<file path="src/rtl/gated_count_ctrl.sv">
// gated_count_ctrl: windowed event counter with synchronized edge detect and valid/ack result hold.
// Build option: define COUNT_SAT_EN to saturate the event count instead of wrapping.
module gated_count_ctrl #(
   parameter int CNT_W       = 10,
   parameter int GATE_W      = 24,
   parameter int SYNC_STAGES = 2
) (
   input  logic              clk,
   input  logic              rst_n,
   input  logic              start,
   input  logic              abort,
   input  logic [GATE_W-1:0] gate_len,
   input  logic              ev_in,
   output logic              busy,
   output logic [CNT_W-1:0]  count,
   output logic              ovf,
   output logic              res_valid,
   input  logic              res_ack
);
   typedef enum logic [1:0] {IDLE, COUNT, HOLD} state_t;
   state_t state, state_nx;
   logic [SYNC_STAGES-1:0] sync;
   logic prev, ev_p, at_max, done;
   logic [GATE_W-1:0] timer;
   logic [CNT_W-1:0] cnt_int, cnt_nx;
   logic ovf_int, ovf_nx;
   assign ev_p   = sync[SYNC_STAGES-1] & ~prev;
   assign at_max = &cnt_int;
   assign ovf_nx = ovf_int | (ev_p & at_max);
   assign done   = (state == COUNT) && !abort && (timer == GATE_W'(1));
`ifdef COUNT_SAT_EN
   assign cnt_nx = (ev_p && !at_max) ? cnt_int + CNT_W'(1) : cnt_int;
`else
   assign cnt_nx = cnt_int + CNT_W'(ev_p);
`endif
   // synchronize the raw event line and keep one cycle of history for edge detection
   always_ff @(posedge clk or negedge rst_n) begin
      if (!rst_n) begin
         sync <= '0;
         prev <= 1'b0;
      end else begin
         sync <= {sync[SYNC_STAGES-2:0], ev_in};
         prev <= sync[SYNC_STAGES-1];
      end
   end
   // next-state selection; abort wins over everything outside IDLE
   always_comb begin
      state_nx = state;
      case (state)
         IDLE:    state_nx = (start && !abort) ? COUNT : IDLE;
         COUNT:   state_nx = abort ? IDLE : (timer == GATE_W'(1)) ? HOLD : COUNT;
         HOLD:    state_nx = (res_ack || abort) ? IDLE : HOLD;
         default: state_nx = IDLE;
      endcase
   end
   // state register with busy registered alongside it
   always_ff @(posedge clk or negedge rst_n) begin
      if (!rst_n) begin
         state <= IDLE;
         busy  <= 1'b0;
      end else begin
         state <= state_nx;
         busy  <= (state_nx != IDLE);
      end
   end
   // window timer and running count; a zero gate length still opens one cycle
   always_ff @(posedge clk or negedge rst_n) begin
      if (!rst_n) begin
         timer   <= '0;
         cnt_int <= '0;
         ovf_int <= 1'b0;
      end else if (state == IDLE && start && !abort) begin
         timer   <= (gate_len == '0) ? GATE_W'(1) : gate_len;
         cnt_int <= '0;
         ovf_int <= 1'b0;
      end else if (state == COUNT) begin
         timer   <= timer - GATE_W'(1);
         cnt_int <= cnt_nx;
         ovf_int <= ovf_nx;
      end
   end
   // latch the result at window close, including the last open cycle's edge
   always_ff @(posedge clk or negedge rst_n) begin
      if (!rst_n) begin
         count     <= '0;
         ovf       <= 1'b0;
         res_valid <= 1'b0;
      end else if (done) begin
         count     <= cnt_nx;
         ovf       <= ovf_nx;
         res_valid <= 1'b1;
      end else if (state == HOLD && (res_ack || abort)) begin
         res_valid <= 1'b0;
      end
   end
endmodule

</file>
<file path="config.mk">
export PLATFORM = sky130hd
export DESIGN_NAME = gated_count_ctrl
export DESIGN_NICKNAME = d
export VERILOG_FILES = /design/src/rtl/gated_count_ctrl.sv
export SDC_FILE = /design/constraint.sdc
export NUM_CORES = 1
export LEC_CHECK = 0
export BUFFER_PORTS_ARGS = -buffer_cell sky130_fd_sc_hd__buf_2
export CAP_MARGIN = 20
export CELL_PAD_IN_SITES_DETAIL_PLACEMENT = 0
export CELL_PAD_IN_SITES_GLOBAL_PLACEMENT = 2
export CORE_ASPECT_RATIO = 0.6
export CORE_MARGIN = 1.5
export CORE_UTILIZATION = 35
export CTS_CLUSTER_DIAMETER = 60
export DETAILED_ROUTE_END_ITERATION = 7
export GPL_TIMING_DRIVEN = 0
export HOLD_SLACK_MARGIN = 0.1
export PLACE_DENSITY = 0.86
export SYNTH_ARGS = -nofsm -noshare
export SYNTH_HDL_FRONTEND = slang
export SYNTH_SLANG_ARGS = --single-unit
</file>
<file path="constraint.sdc">
create_clock -name clk -period 2.8 [get_ports clk]
set_input_delay 0.42 -clock clk [delete_from_list [all_inputs] [get_ports clk]]
set_output_delay 0.42 -clock clk [all_outputs]
set_load 0.05 [all_outputs]
</file>
[Word level (Yosys, flattened, before mapping)]
Index checks and enable logic that the tools add are counted.
Cells by class
  reductions and logical operators: 14
  add/sub/neg operators: 2
  mux-type cells: 14
  bitwise gates (word level): 4
  equal/unequal tests: 3
Operators with widths (number)
  $mux 24: 3
  $eq 24x1->1 const B: 1
  $logic_not 24->1: 1
  $sub 24x1->24 const B: 1
  $mux 10: 2
  $add 10x1->10: 1
  $reduce_and 10->1: 1
  $logic_and 1x1->1: 6
  $mux 2: 3
  $pmux 2 s3: 1
  $reduce_bool 2->1: 3
  $mux 1: 5
  $and 1x1->1: 2
  $eq 2x1->1 const B: 1
  $eq 2x2->1 const B: 1
  $logic_not 2->1: 1
  $logic_not 1->1: 1
  $logic_or 1x1->1: 1
  $not 1->1: 1
  $or 1x1->1: 1
Word-level totals
  flip-flop bits (word level): 53
  logic and storage cells: 47
  output and inout bits: 13
  input bits: 30

[Depth between registers and ports, before layout]
Gate-level depths: netlist (run 1).
  word-level depth: 6
  mapped depth: 8
  depth with buffers taken out: 8

[Least setup slack after synthesis (run 1)]
No wires, ideal clock.
  path kind: register -> register
  from: register timer[15]
  to: register count[0]
  period minus slack after synthesis: 2.374 ns
  cell stages (with the launch flop): 6
  path slack: 0.426 ns
  arrival: 2.246 ns
  setup time: 0.127 ns
  cell sequence: dfrtp_1 or4_4 or4b_4 nor4_4 buf_6 mux2_1
Between the ends
  word-level cells in the longest chain between the ends: 2
Ends and longest elaborated chain
  from (decl): line 24  | logic [GATE_W-1:0] timer;
  from (signal assigned): line 73  | timer <= (gate_len == '0) ? GATE_W'(1) : gate_len;
  from (signal assigned): line 77  | timer <= timer - GATE_W'(1);
  $eq 24x1->1: line 30  | assign done = (state == COUNT) && !abort && (timer == GATE_W'(1));
  $logic_and 1x1->1: line 30
  to (signal assigned): line 89  | count <= cnt_nx;
  to (decl): line 15  | output logic [CNT_W-1:0] count,
No other way between the ends.
A chain may end at the register's enable or synchronous reset.

[Final worst setup path (run 1)]
Same ends and word-level chain as after synthesis.

==> impl_metrics.ini, run 1 <==
[outcome]
status = finished clean

[clocking]
clock_sinks = 53
cts-root-buf = clkbuf_16
cts_resized = 0
insertion_delay_ns = 0.30
htreeDepth = 2
cts_tree = done
clock_path_buffers = 2
post-cts-setup-buffers = 0
clkTransAtPathRegs_ns = 0.07
cts_made_buffers = 5
cts_hold_buf = 0

[power]
ir_drop_mv = 0.334
p_leak_nw = 1.41
power.total_mw = 2.17
p_per_area_mw_per_mm2 = 657

[floorplanning]
die_y_um = 71.9
start_util_pct = 37.1
dieArea_mm2 = 0.00846
core.rowCount = 24
die_w_um = 118
io_pins = 43
core_mm2 = 0.00745

[final_layout]
area_growth_pct = 19.6
fin_cells = 456
drive_gt1_share_pct = 17.3
nets = 385
insertedDiodeCount = 0

[timing]
report.final.slew_viol_count = 0
tns_ns = 0
layout_setup_ws_ns = 0.249
finalSetupViolations = 0
final.period_utilization_pct = 91.1
worst_pin_slew_ns = 0.745
finalHoldViolCount = 0
fin_skew_ns = 0.00700
hold_slack_ns = 0.0902
fin_crit_ns = 2.55
rsz0062_at_grt = no
timing.fmax_ghz = 0.392
slew_headroom_pct = 49.9

[global_routing]
grt_remaining_overflow = 0
grt_usage_pct = 19.5
grtUsageMet3_pct = 6.05
grt_pass1_wl_um = 12800
grt_use_met1_pct = 30.1
antenna_found_initial = 0
met2_usage_pct = 26.6
grt_max_degree = 35
grt-busiest-layer = met1
grt_pass1_vias = 2375

[logic_synthesis]
synth_seq_area_share_pct = 48.0
post-synth-top-area-cell = dfrtp_1
synthMuxAreaShare_pct = 1.54
avgSynthCellArea_um2 = 9.22
yosys-top-cells-count = 53 x dfrtp_1, 39 x nand2_1, 31 x nor2_1
ys_top_cells_by_area = dfrtp_1 48%, nand2_1 5.3%, o21ai_0 4.9%
synth-adder-area-share_pct = 1.81
synth_top_family_by_area = simple AND/OR/NAND/NOR gates
syn_nets = 334
synth-simple-area-share_pct = 24.9
ys_types = 46
ys_warn_count = 0
synth_xor_area_share_pct = 4.75
syn_area_mm2 = 0.00277
synth_cells = 300
synth_ff_type = dfrtp_1
synth_compound_area_share_pct = 16.2
synth_seq_cells = 53
synth-edff-count = 0
synth_most_common_cell = dfrtp_1
synthDominantCellAreaShare_pct = 48.0
async_reset_ff_share_pct = 100

[place]
hpwlAfterDp_um = 5670
gp_congestion = 0.846
portBuffers = 42
post-place-ws_ns = 0.250
place_inst = 448

[worst_setup_path]
critPathKind = reg -> reg
crit_slowest_cell = or4_4
regToRegSetupSlack_ns = 0.25
worst_setup_path_start_kind = flip-flop
crit_path_end = count[0]$_DFFE_PN0P_
worstPathCellList = or4_4 > or4b_4 > nor4_4 > buf_6 > mux2_1
crit_cells = 5
r2r-end = count[0]$_DFFE_PN0P_
crit_arrival_ns = 2.73
r2r_cells = 5
critPathBufInv = 1
worstSetupEndpointType = flip-flop
required_ns = 2.98
r2r-start = timer[15]$_DFFE_PN0P_
cpPeakStageDelay_ns = 0.57
crit_start = timer[15]$_DFFE_PN0P_
critical-path-top-delay-family = simple AND/OR/NAND/NOR gates
worstPathMaxFanout = 10

[route]
routed_wl_um = 7560
wl_per_cell_um = 16.6
num_vias = 2470
drt_iter0_markers = 223
avgViaCountPerCell = 5.42
drt-pass1-iter-count = 4
drc_errors = 0
ant_nets = 0

[worst_hold_path]
min_path_type = in -> async

[job]
drv_cap = 0
logic make-up after synthesis:
| kind of cell | Yosys count |
|---|---|
| muxes | 4 |
| AOI/OAI and AO/OA | 72 |
| and+or+nand+nor | 134 |
| xor gates and xnor gates | 15 |
| buffers and inverters | 18 |
| DFF | 53 |
| adders and majority gates | 4 |
worst reg2reg max path, delay by kind of cell, from the launching register on:
kind | cells | cell delay (ns)
buffers and inverters | 1 | 0.20
DFF | 1 | 0.45
and+or+nand+nor | 3 | 1.45
muxes | 1 | 0.33
where the power goes:
| group | switching [mW] | total (mW) | internal, mW |
|---|---|---|---|
| clock network | 0.279 | 0.726 | 0.447 |
| registers | 0.126 | 1.00 | 0.874 |
| logic | 0.270 | 0.446 | 0.176 |
flip-flops by register name, summed over array words and instances, names as in the netlist:
name and cells:
busy 1, cnt_int 10, count 10, ovf 1, ovf_int 1, prev 1, res_valid 1, state 2
sync 2, timer 24
per-stage QoR:
| step | cell area [um2] | util [%] |
|---|---|---|
| finish | 3310 | 44.4 |
| global route | 3310 | 44.4 |
| CTS | 3310 | 44.4 |
| detailed placement | 3140 | 42.1 |
| global placement | 3110 | 41.7 |
| floorplan | 2770 | - |
area by class of cell:
class                           instances  area (um2)
Inverter                                4        15.0
Buffer                                 14        63.8
Timing Repair Buffer                   44         240
Fill cell                             756        4140
Clock inverter                          1        30.0
Sequential cell                        53        1330
Clock buffer                            7         143
Tap cell                              104         130
Multi-Input combinational cell        229        1360
worst min path at each step:
stage                                  from                    to  slack, ns  cells after the start
after global placement    sync[0]$_DFF_PN0_     sync[1]$_DFF_PN0_       0.33                      0
after detailed placement  sync[0]$_DFF_PN0_     sync[1]$_DFF_PN0_       0.34                      0
after CTS                             rst_n  timer[0]$_DFFE_PN0P_       0.10                      1
after global routing                  rst_n  timer[0]$_DFFE_PN0P_       0.12                      1
final                                 rst_n  timer[0]$_DFFE_PN0P_       0.09                      1
after floorplan                       rst_n        busy$_DFF_PN0_       0.12                      0
layer usage:
| layer | share of wire [%] | up-vias |
|---|---|---|
| met1 | 54 | 1197 |
| met3 | 7.6 | 2 |
| li1 | - | 1204 |
| met4 | 0.29 | 0 |
| met5 | 0 | - |
| met2 | 38 | 67 |
cell usage in the layout (no fill, tap or decap), types with 2 or more instances in the layout:
master	synthesis	layout
ha_1	4	4
nor2_1	31	31
clkbuf_1	11	12
xor2_1	3	3
nor3_1	13	13
o311ai_0	4	4
dfrtp_1	53	53
mux2i_1	2	2
and3_1	3	3
nand4_1	5	5
inv_1	4	4
a31oi_1	2	2
a32oi_1	3	3
o31ai_1	2	2
or4b_4	2	2
clkbuf_16	0	5
mux2_1	2	2
o21ai_0	27	27
o22ai_1	2	2
or4_1	2	2
a21oi_1	19	19
or2_2	2	2
nand2b_1	5	5
nor2b_1	2	2
o221ai_1	2	2
nor4_1	13	13
nand3_1	9	9
nand2_1	39	39
xnor2_1	12	12
o211ai_1	2	2
buf_2	0	42
a221o_1	4	4
No activity file was read; power rests on OpenSTA's default activity.
==> run 2: changes to the inputs <==
Settings changed: CORE_ASPECT_RATIO 0.6 to unset, CTS_CLUSTER_DIAMETER 60 to unset.
==> run 2 against run 1 <==
Cell count decreased by 0.66%; cell area decreased by 2.0%; clock power shrank 28%; core utilization down 2.2 points; clock skew up 0.0018 ns; critical path depth unchanged; highest routed layer unchanged; worst setup slack got worse by 0.031 ns; routed wire length shrank 0.86%.
==> impl_metrics.ini, run 2 (same netlist as run 1, synthesis figures left out) <==
[outcome]
status = finished clean

[worst_hold_path]
whs_path_depth = 1
min_path_type = in -> reg
whs_endpoint = sync[0]$_DFF_PN0_
worstHoldStart = ev_in

[clocking]
clock_sinks = 53
cts-root-buf = clkbuf_8
cts_tree = done
insertion_delay_ns = 0.31
post-cts-setup-buffers = 0
clkTransAtPathRegs_ns = 0.10
htreeDepth = 2
cts_made_buffers = 5
clock_path_buffers = 2

[final_layout]
fin_util_pct = 42.2
insertedDiodeCount = 0
seq_area_mm2 = 0.00133
regMostFlops = timer
final_cell_mix = 53 x dfrtp_1, 42 x buf_2, 39 x nand2_1
top_regs = timer x24, cnt_int x10, count x10
drive_gt1_share_pct = 17.4
mostFrequentLayoutCell = dfrtp_1
largest_reg_flops = 24
fill_cells = 812
nets = 385
area_growth_pct = 17.3
fin_cells = 453
multi_input_area_mm2 = 0.00137

[floorplanning]
die_w_um = 91.9
core.rowCount = 32
dieArea_mm2 = 0.00844
die_y_um = 91.9
start_util_pct = 36.0
core_mm2 = 0.00769
io_pins = 43

[worst_setup_path]
worstSetupEndpointType = flip-flop
regToRegSetupSlack_ns = 0.22
required_ns = 3.00
r2r-start = timer[15]$_DFFE_PN0P_
r2r_cells = 5
worst_setup_path_start_kind = flip-flop
r2r-end = count[0]$_DFFE_PN0P_
critPathKind = reg -> reg
worstPathMaxFanout = 10
crit_arrival_ns = 2.78

[global_routing]
grt_pass1_vias = 2403
grt_remaining_overflow = 0
grt_max_degree = 34
grt_pass1_wl_um = 12300
antenna_found_initial = 0
grt_usage_pct = 18.7

[job]
drv_cap = 0

[route]
avgViaCountPerCell = 5.44
drt_iter0_markers = 125
routed_wl_um = 7500
drt-pass1-iter-count = 4
ant_nets = 0
wl_per_cell_um = 16.6
num_vias = 2463
drc_errors = 0

[timing]
fin_skew_ns = 0.00880
final.period_utilization_pct = 92.2
rsz0062_at_grt = no
report.final.slew_viol_count = 0
timing.fmax_ghz = 0.387
slew_headroom_pct = 44.9
hold_slack_ns = 0.209
worst_pin_slew_ns = 0.824
tns_ns = 0
finalSetupViolations = 0
finalHoldViolCount = 0
fin_crit_ns = 2.58

[power]
p_leak_nw = 1.38
p_per_area_mw_per_mm2 = 604
ir_drop_mv = 0.244

[place]
gp_congestion = 0.769
hpwlAfterDp_um = 5330
place_inst = 445
portBuffers = 42
-- run 2: cell types whose count changed in the layout (fill, tap and decap cells not counted) --
cell,change
clkinv_2,+1
nor4b_1,-1
clkbuf_8,+4
clkdlybuf4s18_2,-1
clkbuf_1,-1
nor4b_2,+1
clkbuf_16,-5
dlygate4sd3_1,+1
-- run 2: repair_timing --
| action | 4_1_cts | 5_1_grt |
|---|---|---|
| hold endpoints to repair | 20 | 0 |
| hold buffers | 1 | 0 |
| gates resized for setup | 0 | 0 |
-- run 2: worst max-delay path by stage --
stage | startpoint | slack [ns] | endpoint | depth (start not counted)
final | timer[15]$_DFFE_PN0P_ | 0.22 | count[0]$_DFFE_PN0P_ | 5
after global routing | timer[2]$_DFFE_PN0P_ | 0.14 | timer[23]$_DFFE_PN0P_ | 5
after CTS | timer[15]$_DFFE_PN0P_ | 0.21 | count[0]$_DFFE_PN0P_ | 5
after detailed placement | abort | 0.22 | timer[17]$_DFFE_PN0P_ | 6
after global placement | abort | 0.09 | timer[21]$_DFFE_PN0P_ | 5
after floorplan | timer[15]$_DFFE_PN0P_ | 0.43 | count[0]$_DFFE_PN0P_ | 5
-- run 2: metrics by stage --
| stage | worst slack (ns) | instance area, um2 | power, mW |
|---|---|---|---|
| floorplan | 0.426 | 2770 | 1.29 |
| global placement | 0.0884 | 3100 | 1.43 |
| detailed placement | 0.224 | 3130 | 1.45 |
| CTS | 0.205 | 3240 | 1.97 |
| global route | 0.145 | 3240 | 2.08 |
| finish | 0.218 | 3240 | 1.96 |
-- run 2: critical path: stages, from the launching register on --
cell	delay, ns
dfrtp_1	0.46
or4_4	0.58
or4b_4	0.53
nor4_4	0.36
buf_6	0.20
mux2_1	0.33
-- run 2: routing by layer --
layer | up-vias | global-route usage [%] | share of wire [%] | routed length [um]
met2 | 61 | 28.5 | 43 | 3250
met1 | 1183 | 26.8 | 49 | 3680
li1 | 1210 | - | - | -
met3 | 9 | 3.81 | 5.8 | 436
met5 | - | 0 | 0 | 0
met4 | 0 | 5.51 | 1.7 | 125
-- run 2: final cells by class --
class | instances | area share [%]
plain buffers | 14 | 1.97
clock buffers | 5 | 2.12
clock inverters | 2 | 1.08
inverters | 4 | 0.463
multi-input cells | 229 | 42.1
flip-flops and latches | 53 | 40.9
well taps | 102 | 3.94
repair buffers | 44 | 7.41
-- run 2: power by group --
group          leakage [nW]  total (mW)  internal [mW]  switching, mW
sequential            0.685       0.998          0.873          0.124
combinational         0.642       0.436          0.175          0.261
clock                0.0540       0.526          0.261          0.266
total                  1.38        1.96           1.31          0.651
==> run 3: changes to the inputs <==
Settings changed: CORE_UTILIZATION 35 to 31, PLACE_DENSITY 0.86 to 0.81.
Clock period 2.8 ns to 2.3 ns, I/O delays scaled along.
==> run 3 against run 2 <==
The flow now finishes with violations (setup timing); sequential cell count did not move; power rose by 27%; core utilization fell by 2.6 points; global-route usage fell by 1.9 points; combinational power rose by 36%; clock power rose by 27%; critical path depth did not move; clock-buffer cell count did not move; die area rose by 12%; cell area rose by 5.9%; largest power group unchanged; cell count rose by 4.2%.
==> impl_metrics.ini, run 3 (same netlist as run 1, synthesis figures left out) <==
[worst_setup_path]
worstPathMaxFanout = 5
required_ns = 2.51
r2r_cells = 5
crit_arrival_ns = 2.61
critPathKind = reg -> reg
r2r-end = count[0]$_DFFE_PN0P_
r2r-start = timer[15]$_DFFE_PN0P_
worst_setup_path_start_kind = flip-flop
worstSetupEndpointType = flip-flop
regToRegSetupSlack_ns = -0.1

[clocking]
htreeDepth = 2
cts-root-buf = clkbuf_8
cts_made_buffers = 5
clock_path_buffers = 2
cts_tree = done
clkTransAtPathRegs_ns = 0.11
clock_sinks = 53
insertion_delay_ns = 0.32

[timing]
rsz0062_at_grt = yes
worst_pin_slew_ns = 0.845
fin_skew_ns = 0.00952
finalHoldViolCount = 0
report.final.slew_viol_count = 0
timing.fmax_ghz = 0.417
layout_setup_ws_ns = -0.0971
finalSetupViolations = 8
final.period_utilization_pct = 104
fin_crit_ns = 2.40
slew_headroom_pct = 43.5

[floorplanning]
io_pins = 43
dieArea_mm2 = 0.00950
core_mm2 = 0.00868
core.rowCount = 34
die_y_um = 97.4
start_util_pct = 31.9
die_w_um = 97.4

[power]
p_leak_nw = 1.47
p_per_area_mw_per_mm2 = 724
ir_drop_mv = 0.269

[worst_hold_path]
whs_path_depth = 1
min_path_type = in -> reg
whs_endpoint = sync[0]$_DFF_PN0_
worstHoldStart = ev_in

[global_routing]
grt_usage_pct = 16.8
grt_pass1_wl_um = 12700
grt_pass1_vias = 2404
antenna_found_initial = 0
grt_max_degree = 29
grt_remaining_overflow = 0

[route]
num_vias = 2479
drt_iter0_markers = 102
routed_wl_um = 7800
drc_errors = 0
avgViaCountPerCell = 5.25
drt-pass1-iter-count = 4
ant_nets = 0
wl_per_cell_um = 16.5

[outcome]
violations = setup timing
status = finished, violations left

[final_layout]
largest_reg_flops = 24
insertedDiodeCount = 0
seq_area_mm2 = 0.00133
fill_cells = 912
drive_gt1_share_pct = 23.1
top_regs = timer x24, cnt_int x10, count x10
nets = 397
multi_input_area_mm2 = 0.00142
fin_util_pct = 39.6
mostFrequentLayoutCell = dfrtp_1
final_cell_mix = 53 x dfrtp_1, 42 x buf_2, 38 x nand2_1
area_growth_pct = 24.2
regMostFlops = timer

[job]
drv_cap = 0

[place]
gp_congestion = 0.768
portBuffers = 42
hpwlAfterDp_um = 5380
post-place-ws_ns = -0.203
==> run 3: worst max-delay path, cell delays in order, from the launching register on <==
cell	delay [ns]
dfrtp_1	0.40
or4_4	0.54
or4b_4	0.52
nor4_4	0.34
buf_6	0.18
mux2_1	0.31
==> run 3: where the power goes <==
| group | switching (mW) | internal, mW | leakage (nW) |
|---|---|---|---|
| Combinational | 0.344 | 0.248 | 0.729 |
| Sequential | 0.161 | 1.06 | 0.685 |
| Clock | 0.343 | 0.327 | 0.0585 |
==> run 3: metrics by stage <==
step                      power [mW]  hold slack [ns]  cell area (um2)  TNS, ns  std cells
after floorplan                 1.57           0.0494             2770        0        300
after CTS                       2.46            0.123             3300   -0.682        464
final                           2.49            0.126             3430   -0.215        472
after detailed placement        1.77            0.335             3140    -1.19        451
after global routing            2.65            0.108             3430    -1.02        472
after global placement          1.75            0.337             3110    -7.59        450
==> run 3: metal layers <==
layer | GRT usage (%) | share of wire, %
met2 | 27.4 | 48
met4 | 2.97 | 0.72
met5 | 0 | 0
met1 | 23.8 | 48
met3 | 2.73 | 3.6
==> run 3: final cells by class <==
| class | count | area share (%) |
|---|---|---|
| repair buffers | 59 | 11.0 |
| well taps | 108 | 3.93 |
| multi-input cells | 229 | 41.3 |
| clock inverters | 3 | 1.28 |
| flip-flops and latches | 53 | 38.6 |
| inverters | 4 | 0.437 |
| plain buffers | 11 | 1.46 |
| clock buffers | 5 | 2.00 |
==> run 3: timing repair <==
action | CTS | global route
endpoints found under the setup margin | 11 | 29
resized for setup | 2 | 14
hold buffers | 1 | 0
pin swaps | 1 | 2
gates cloned | 0 | 1
setup buffers | 5 | 9
hold endpoints to repair | 25 | 0
==> run 3: how the worst max path moves through the flow <==
| stage | startpoint | end | slack, ns | depth (start not counted) |
|---|---|---|---|---|
| global route | timer[15]$_DFFE_PN0P_ | count[0]$_DFFE_PN0P_ | -0.15 | 5 |
| floorplan | timer[15]$_DFFE_PN0P_ | count[0]$_DFFE_PN0P_ | 0.06 | 5 |
| finish | timer[15]$_DFFE_PN0P_ | count[0]$_DFFE_PN0P_ | -0.1 | 5 |
| global placement | abort | timer[2]$_DFFE_PN0P_ | -0.43 | 6 |
| detailed placement | abort | timer[17]$_DFFE_PN0P_ | -0.20 | 6 |
| CTS | timer[15]$_DFFE_PN0P_ | count[0]$_DFFE_PN0P_ | -0.14 | 5 |
